[src/rtl/regfile_xfer_pkg.sv]
// Shared types for the register-file transfer engine.
//   state_t   : controller states
//   DIR_READ  : cmd_dir value that streams registers out
//   DIR_WRITE : cmd_dir value that streams registers in
package regfile_xfer_pkg;

  typedef enum logic [2:0] {
    IDLE = 3'd0,
    LOAD = 3'd1,
    RD   = 3'd2,
    WR   = 3'd3,
    FIN  = 3'd4
  } state_t;

  localparam logic DIR_READ  = 1'b0;
  localparam logic DIR_WRITE = 1'b1;

endpackage

[src/rtl/regfile_xfer.sv]
// regfile_xfer: moves a block of consecutive registers between a
// negedge-write / dual-combinational-read register file and a pair of
// valid/ready streams.
//
// Ports
//   clk, rst_n                   clock, synchronous active-low reset
//   cmd_valid/cmd_ready          command handshake (ready only in IDLE)
//   cmd_dir, cmd_base, cmd_count direction, first address, register count
//   out_valid/out_ready/out_data/out_last   read stream
//   in_valid/in_ready/in_data    write stream
//   done, err                    one-cycle completion / rejection pulses
//   wen1, ad1, din1              register-file write port
//   ad2, ad3, dout2, dout3       register-file read ports
//
// Build option
//   REGFILE_XFER_WRAP_EN  defined: a block running past the top address
//                         wraps to 0. Undefined: such a command is
//                         rejected with an err pulse and no access.
module regfile_xfer
  import regfile_xfer_pkg::*;
#(
  parameter int ADDR_WIDTH = 4,
  parameter int DATA_WIDTH = 8
) (
  input  logic                  clk,
  input  logic                  rst_n,
  input  logic                  cmd_valid,
  output logic                  cmd_ready,
  input  logic                  cmd_dir,
  input  logic [ADDR_WIDTH-1:0] cmd_base,
  input  logic [ADDR_WIDTH:0]   cmd_count,
  output logic                  out_valid,
  input  logic                  out_ready,
  output logic [DATA_WIDTH-1:0] out_data,
  output logic                  out_last,
  input  logic                  in_valid,
  output logic                  in_ready,
  input  logic [DATA_WIDTH-1:0] in_data,
  output logic                  done,
  output logic                  err,
  output logic                  wen1,
  output logic [ADDR_WIDTH-1:0] ad1,
  output logic [DATA_WIDTH-1:0] din1,
  output logic [ADDR_WIDTH-1:0] ad2,
  output logic [ADDR_WIDTH-1:0] ad3,
  input  logic [DATA_WIDTH-1:0] dout2,
  input  logic [DATA_WIDTH-1:0] dout3
);

  localparam int unsigned           DEPTH   = 1 << ADDR_WIDTH;
  localparam logic [ADDR_WIDTH+1:0] LIMIT   = (ADDR_WIDTH+2)'(DEPTH);
  localparam logic [ADDR_WIDTH:0]   REM_ONE = 1;
  localparam logic [ADDR_WIDTH-1:0] PTR_ONE = 1;

  state_t                state, state_d;
  logic [ADDR_WIDTH-1:0] ptr;
  logic [ADDR_WIDTH:0]   rem;

  logic [ADDR_WIDTH+1:0] span;
  logic                  too_long;
  logic                  bad_cmd;
  logic                  out_hs;

  // base+count computed two bits wide so 15+16 cannot overflow.
  assign span = {2'b00, cmd_base} + {1'b0, cmd_count};

`ifdef REGFILE_XFER_WRAP_EN
  assign too_long = 1'b0;
`else
  assign too_long = (span > LIMIT);
`endif

  // A count above the file depth would revisit addresses; reject it in
  // either build.
  assign bad_cmd = (cmd_count == '0) || ({1'b0, cmd_count} > LIMIT) || too_long;

  assign out_hs   = out_valid && out_ready;
  assign out_last = out_valid && (rem == REM_ONE);

  // Read addresses: ad2 fetches the first beat in LOAD, ad3 prefetches
  // the following beat so RD can sustain one beat per cycle.
  assign ad2 = ptr;
  assign ad3 = ptr + PTR_ONE;

  always_comb begin
    state_d   = state;
    cmd_ready = (state == IDLE);
    in_ready  = (state == WR);
    case (state)
      IDLE: begin
        if (cmd_valid) begin
          if (bad_cmd)                 state_d = IDLE;
          else if (cmd_dir == DIR_WRITE) state_d = WR;
          else                         state_d = LOAD;
        end
      end
      LOAD: state_d = RD;
      RD:   if (out_hs && rem == REM_ONE) state_d = FIN;
      WR:   if (in_valid && rem == REM_ONE) state_d = FIN;
      FIN:  state_d = IDLE;
      default: state_d = IDLE;
    endcase
  end

  always_ff @(posedge clk) begin
    if (!rst_n) begin
      state     <= IDLE;
      wen1      <= 1'b0;
      out_valid <= 1'b0;
      done      <= 1'b0;
      err       <= 1'b0;
      ad1       <= '0;
      din1      <= '0;
      out_data  <= '0;
      ptr       <= '0;
      rem       <= '0;
    end else begin
      state <= state_d;
      wen1  <= 1'b0;
      done  <= 1'b0;
      err   <= 1'b0;
      case (state)
        IDLE: begin
          if (cmd_valid) begin
            if (bad_cmd) begin
              err <= 1'b1;
            end else begin
              ptr <= cmd_base;
              rem <= cmd_count;
            end
          end
        end
        LOAD: begin
          out_data  <= dout2;
          out_valid <= 1'b1;
        end
        RD: begin
          if (out_hs) begin
            if (rem > REM_ONE) begin
              out_data <= dout3;
              ptr      <= ptr + PTR_ONE;
              rem      <= rem - REM_ONE;
            end else begin
              out_valid <= 1'b0;
            end
          end
        end
        WR: begin
          if (in_valid) begin
            wen1 <= 1'b1;
            ad1  <= ptr;
            din1 <= in_data;
            ptr  <= ptr + PTR_ONE;
            rem  <= rem - REM_ONE;
          end
        end
        // done lands one cycle after FIN, i.e. after the last wen1 cycle
        // has committed on its negedge.
        FIN: done <= 1'b1;
        default: ;
      endcase
    end
  end

endmodule

[config.mk]
export PLATFORM = sky130hd
export DESIGN_NAME = regfile_xfer
export DESIGN_NICKNAME = d
export VERILOG_FILES = /design/src/rtl/regfile_xfer_pkg.sv /design/src/rtl/regfile_xfer.sv
export SDC_FILE = /design/constraint.sdc
export NUM_CORES = 1
export LEC_CHECK = 0
export BUFFER_PORTS_ARGS = -buffer_cell sky130_fd_sc_hd__buf_2
export CORE_MARGIN = 4
export CORE_UTILIZATION = 49
export DETAILED_ROUTE_END_ITERATION = 8
export PLACE_DENSITY = 0.83
export SLEW_MARGIN = 5
export SYNTH_ARGS = -nofsm -noshare
export SYNTH_HDL_FRONTEND = slang
export SYNTH_SLANG_ARGS = --single-unit
[constraint.sdc]
create_clock -name clk -period 3.1 [get_ports clk]
set_clock_uncertainty 0.15 [all_clocks]
set_input_delay 0.465 -clock clk [delete_from_list [all_inputs] [get_ports clk]]
set_output_delay 0.465 -clock clk [all_outputs]
set_load 0.01 [all_outputs]
==> flow_summary.json, run 1 <==
{
  "cts_inserted_buffers": 5,
  "slew_headroom_pct": 52.6,
  "initial_core_util_pct": 50.9,
  "ys_warn_count": 0,
  "setup_viol": 0,
  "dp.cells": 357,
  "die-area_um2": 5290,
  "area_growth_pct": 21.4,
  "grt-ovfl-total": 0,
  "cts_sinks": 36,
  "p_sw_share_pct": 29.9,
  "crit_arrival_ns": 2.62,
  "ys.flop_type": "dfxtp_1",
  "synthSimpleGateAreaFrac_pct": 23.6,
  "period_share_pct": 82.5,
  "cts_tree": "done",
  "r2r_cells": 7,
  "antenna_found_initial": 0,
  "power_frac_clock_pct": 28.4,
  "required_ns": 3.16,
  "vdd_drop_max_v": 0.000199,
  "die_h_um": 72.7,
  "crit_type": "in -> reg",
  "tns_ns": 0,
  "outcome": "completed",
  "htree_levels": 2,
  "max-cap-violations": 0,
  "regArea_um2": 721,
  "holdPathStages": 3,
  "multiInputGateArea_um2": 1220,
  "p_sw_mw": 0.323,
  "synth_xor_area_share_pct": 2.99,
  "post-route-min-period_ns": 2.56,
  "initialDrtViolationCount": 76,
  "end_kind": "flip-flop",
  "rsz0062_at_grt": "false",
  "clk_pin_slew_worst_paths_ns": 0.07,
  "report.final.slew_viol_count": 0,
  "syn-num-nets": 293,
  "avgSynthCellArea_um2": 8.34,
  "dr.pass1.iters": 4,
  "grt_max_degree": 46,
  "antenna_left": 0,
  "yosys_register_bits": 36,
  "rows": 23,
  "grt_use_total_pct": 18.8,
  "synth_cells": 246,
  "synth_top_family_by_area": "simple AND/OR/NAND/NOR gates",
  "routed_via_density": 5.32,
  "fillers": 385,
  "synth_fa_ha_area_share_pct": 5.24,
  "async_reset_ff_share_pct": 0,
  "start_kind": "primary input",
  "dp_hpwl_mm": 3.57,
  "cts_hold_buf": 0,
  "power_frac_seq_pct": 47.4,
  "vias": 1935,
  "grt_pass1_vias": 1780,
  "cts_resized": 0,
  "drc": 0,
  "die_x_um": 72.7,
  "pin_count": 74,
  "cp_max_fo": 6,
  "power.density_nw_per_um2": 434,
  "grt_pass1_wl_mm": 7.91,
  "intPower_mw": 0.758,
  "yosysSeqAreaShare_pct": 35.1,
  "final_net_count": 361,
  "core_area_um2": 4030,
  "power_leakage_nw": 1.24,
  "finalWeightedCongestion": 0.928,
  "worst_pin_slew_ns": 0.710,
  "drive_gt1_share_pct": 29.0,
  "timing.fmax_mhz": 391,
  "hold_class": "in -> reg",
  "cts_root_buf": "clkbuf_8",
  "wl_per_cell_um": 13.1,
  "synth.area.mux_share_pct": 4.63,
  "clk_path_buf_depth": 2,
  "p_comb_share_pct": 24.2,
  "drt_wl_total_mm": 4.76,
  "synth_area_um2": 2050,
  "instances_no_fill": 364,
  "antenna_cells": 0,
  "r2r_slack_ns": 0.89,
  "hold_viol": 0,
  "synth_edf_count": 0,
  "clk_latency_ns": 0.28,
  "io_buffers": 73,
  "ys_types": 50,
  "postCtsSetupBuffers": 0,
  "synth_compound_gate_area_share_pct": 23.2
}
[flip-flops by register name, summed over array words and instances (netlist names)]
name       count
ad2            4
state          3
ad1            4
out_data       8
out_valid      1
rem            5
wen1           1
din1           8
err            1
done           1
[stage by stage]
stage	area, µm²	hold slack (ns)	util, %	setup slack [ns]	total power [mW]
2_1_floorplan	2050	0.315	-	0.616	0.705
3_3_place_gp	2410	0.287	59.9	0.357	0.777
3_5_place_dp	2410	0.293	59.9	0.272	0.784
4_1_cts	2490	0.254	61.8	0.533	1.09
5_1_grt	2490	0.267	61.8	0.385	1.14
6_report	2490	0.263	61.8	0.543	1.08
[final timing paths]
kind                                   end                start
hold / removal        din1[1]$_SDFFE_PN0P_           in_data[1]
setup reg to reg  out_data[7]$_SDFFE_PN0P_  rem[1]$_SDFFE_PN0P_
setup / recovery       rem[0]$_SDFFE_PN0P_          cmd_base[0]
hold reg to reg        ad1[0]$_SDFFE_PN0P_  ad1[0]$_SDFFE_PN0P_
[Yosys cell counts, types with 2 or more instances]
cell type,n,area share (%)
nand2_1,63,12
dfxtp_1,36,35
o21ai_0,15,3.7
nand3_1,11,2.7
a21boi_1,10,3.7
clkbuf_1,8,1.5
mux2i_1,8,3.9
o211a_1,8,3.9
ha_1,7,4.3
inv_1,7,1.3
nor2_1,7,1.3
o211ai_1,5,1.8
and2_1,4,1.2
xnor2_1,4,1.7
a21o_1,3,1.1
and3_1,3,0.91
buf_6,3,1.6
nor3_1,3,0.73
xor2_1,3,1.3
a211o_1,2,0.85
a21boi_0,2,0.73
a21oi_2,2,0.85
buf_2,2,0.49
nand2b_1,2,0.61
nand4_1,2,0.61
nor3b_1,2,0.73
[cells in the final DEF, fill, tap and decap left out, types with 2 or more instances in the layout]
| cell | n |
|---|---|
| nand3_1 | 11 |
| xnor2_1 | 4 |
| clkbuf_8 | 5 |
| xor2_1 | 3 |
| and2_1 | 4 |
| o211a_1 | 8 |
| o211ai_1 | 5 |
| dfxtp_1 | 36 |
| o21ai_0 | 15 |
| nor2_1 | 7 |
| a21o_1 | 3 |
| nand4_1 | 2 |
| buf_4 | 2 |
| ha_1 | 7 |
| a21oi_2 | 2 |
| mux2i_1 | 8 |
| nand2_1 | 63 |
| a21boi_0 | 2 |
| nor3b_1 | 2 |
| and3_1 | 3 |
| nand2b_1 | 2 |
| buf_2 | 73 |
| a211o_1 | 2 |
| nor3_1 | 3 |
| a21boi_1 | 10 |
| inv_1 | 7 |
[layer usage]
layer  global-route usage [%]  share of wire [%]
met1                     23.2                 45
met2                     31.9                 48
met3                     4.55                6.2
met4                     6.76               0.84
met5                        0                  0
[worst max-delay path, stage by stage]
cell and delay [ns]:
buf_2 0.11, ha_1 0.22, fa_1 0.41, a21o_1 0.20
a21oi_2 0.14, xor2_1 0.13, o311ai_2 0.46, buf_4 0.26
mux2i_1 0.21
[cells by family (layout without fill, tap and decap cells)]
logic type                 after synthesis  in the layout
muxes                                    9              9
buffers and inverters                   21             89
AOI/OAI and AO/OA                       60             60
xor gates and xnor gates                 7              7
DFF                                     36             36
adders and majority gates                8              8
and+or+nand+nor                        105            105
[power groups by stage]
stage	sequential, mW	clock, mW	combinational, mW
finish	0.512	0.307	0.262
floorplan	0.521	0	0.184
detailed placement	0.522	0	0.262
CTS	0.512	0.318	0.263
global placement	0.521	0	0.256
global route	0.517	0.331	0.292
[cell type report]
cell class | count | share of cell area, %
Timing Repair Buffer | 75 | 15.3
Sequential cell | 36 | 28.9
Inverter | 7 | 1.05
Tap cell | 50 | 2.51
Clock inverter | 1 | 0.201
Clock buffer | 6 | 2.91
Multi-Input combinational cell | 189 | 49.1
Note: power is estimated with default switching activity, not from simulation.
==> run 2: changes to the inputs <==
--- a/config.mk
+++ b/config.mk
@@ -7,9 +7,9 @@
 export LEC_CHECK = 0
 export BUFFER_PORTS_ARGS = -buffer_cell sky130_fd_sc_hd__buf_2
 export CORE_MARGIN = 4
-export CORE_UTILIZATION = 49
+export CORE_UTILIZATION = 45
 export DETAILED_ROUTE_END_ITERATION = 8
-export PLACE_DENSITY = 0.83
+export PLACE_DENSITY = 0.8
 export SLEW_MARGIN = 5
 export SYNTH_ARGS = -nofsm -noshare
 export SYNTH_HDL_FRONTEND = slang
==> constraint.sdc (replaced) <==
create_clock -name clk -period 2.05 [get_ports clk]
set_clock_uncertainty 0.15 [all_clocks]
set_input_delay 0.3075 -clock clk [delete_from_list [all_inputs] [get_ports clk]]
set_output_delay 0.3075 -clock clk [all_outputs]
set_load 0.01 [all_outputs]
==> flow_summary.json, run 2 (synthesized netlist as in run 1, its figures left out) <==
{
  "worstReg2RegStart": "rem[1]$_SDFFE_PN0P_",
  "fin_util_pct": 63.6,
  "grt-ovfl-total": 0,
  "vias": 2022,
  "power_leakage_nw": 1.38,
  "finalWeightedCongestion": 0.883,
  "grt_max_degree": 19,
  "wl_met3_um": 347,
  "placed_area_um2": 2590,
  "drt-met1-wl_mm": 2.25,
  "io_buffers": 73,
  "grt_pass1_wl_mm": 7.52,
  "crit_start": "cmd_base[0]",
  "initialDrtViolationCount": 74,
  "routed_via_density": 5.20,
  "clk_pin_slew_worst_paths_ns": 0.06,
  "end_kind": "flip-flop",
  "core_area_um2": 4380,
  "final_net_count": 384,
  "cp_slowest_stage_delay_ns": 0.34,
  "die_h_um": 75.5,
  "period_share_pct": 98.1,
  "crit_type": "in -> reg",
  "grt_pass1_vias": 1643,
  "critical_path.slowest_cell": "fa_2",
  "highest-signal-layer": "met4",
  "place_ws_ns": -0.406,
  "cts_sinks": 36,
  "setup_viol": 0,
  "critPathBufInv": 2,
  "report.final.slew_viol_count": 0,
  "fillers": 392,
  "drt_wl_total_mm": 5.19,
  "cts_root_buf": "clkbuf_8",
  "die_x_um": 75.5,
  "crit_chain": "buf_8, ha_4, fa_2, a21o_1, a21oi_2, xor2_2, o311ai_4, buf_6, mux2i_2",
  "layout_commonest_cell": "buf_2",
  "drive_gt1_share_pct": 36.2,
  "holdWs_ns": 0.106,
  "start_kind": "primary input",
  "cts_tree": "done",
  "initial_core_util_pct": 46.8,
  "antenna_found_initial": 0,
  "cp_max_fo": 4,
  "met2_length_mm": 2.47,
  "design_area_um2": 2790,
  "post-route-min-period_ns": 2.01,
  "layout_common_cells": "buf_2, nand2_1, dfxtp_1, buf_4, o21ai_0",
  "power.density_nw_per_um2": 643,
  "vdd_drop_max_v": 0.000365,
  "dp_hpwl_mm": 3.90,
  "dr.pass1.iters": 4,
  "hp-start": "in_data[5]",
  "finalWorstSetupSlack_ns": 0.0387,
  "antenna_left": 0,
  "crit_arrival_ns": 2.07,
  "tns_ns": 0,
  "antenna_cells": 0,
  "hold_class": "in -> reg",
  "cts_inserted_buffers": 5,
  "slew_headroom_pct": 70.5,
  "clk_latency_ns": 0.28,
  "die-area_um2": 5700,
  "required_ns": 2.11,
  "crit_family": "compound AO/OA/AOI/OAI gates",
  "timing.fmax_mhz": 497,
  "drc": 0,
  "reg_top3": "din1 x8, out_data x8, rem x5",
  "outcome": "completed",
  "htree_levels": 2,
  "grt_use_total_pct": 17.5,
  "rows": 24,
  "area_growth_pct": 35.8,
  "max-cap-violations": 0,
  "hold_viol": 0,
  "worst_pin_slew_ns": 0.443,
  "regArea_um2": 722,
  "clk_path_buf_depth": 2,
  "rsz0062_at_grt": "true",
  "wl_per_cell_um": 13.3,
  "pin_count": 74,
  "multiInputGateArea_um2": 1270
}
-- run 2: routing by layer --
layer | track usage (%) | vias to the layer above
met2 | 27.9 | 64
met5 | 0 | -
li1 | - | 1033
met4 | 6.60 | 0
met1 | 22.6 | 915
met3 | 4.62 | 10
-- run 2: timing repair --
action,4_1_cts,5_1_grt
pin swaps,4,2
hold buffers,0,0
endpoints found under the setup margin,9,18
gates resized for setup,3,9
setup buffers,0,3
gates cloned,0,1
-- run 2: worst paths after layout --
| path | to | slack, ns | cells past startpoint |
|---|---|---|---|
| hold / removal | din1[5]$_SDFFE_PN0P_ | 0.11 | 3 |
| setup reg to reg | out_data[6]$_SDFFE_PN0P_ | 0.08 | 8 |
| hold reg to reg | din1[6]$_SDFFE_PN0P_ | 0.30 | 2 |
| setup / recovery | rem[2]$_SDFFE_PN0P_ | 0.04 | 9 |
-- run 2: where the power goes --
group / switching [mW] / internal (mW) / total, mW
logic: 0.244 / 0.244 / 0.488
clock network: 0.233 / 0.299 / 0.532
registers: 0.0358 / 0.734 / 0.770
total: 0.513 / 1.28 / 1.79
-- run 2: final cells by class --
class	instances	share of cell area [%]
multi-input combinational	189	45.6
clock buffer	7	3.46
sequential	36	25.9
timing repair buffer	98	21.8
tap	52	2.33
inverter	7	0.943
-- run 2: worst min-delay path, stage by stage --
cell and delay [ns]:
buf_2 0.09, nand2_1 0.04, a21boi_1 0.05
-- run 2: stage by stage --
step	power [mW]	instances
after CTS	1.78	385
after global placement	1.23	378
after floorplan	1.07	246
after detailed placement	1.24	378
final	1.79	389
after global routing	1.88	389
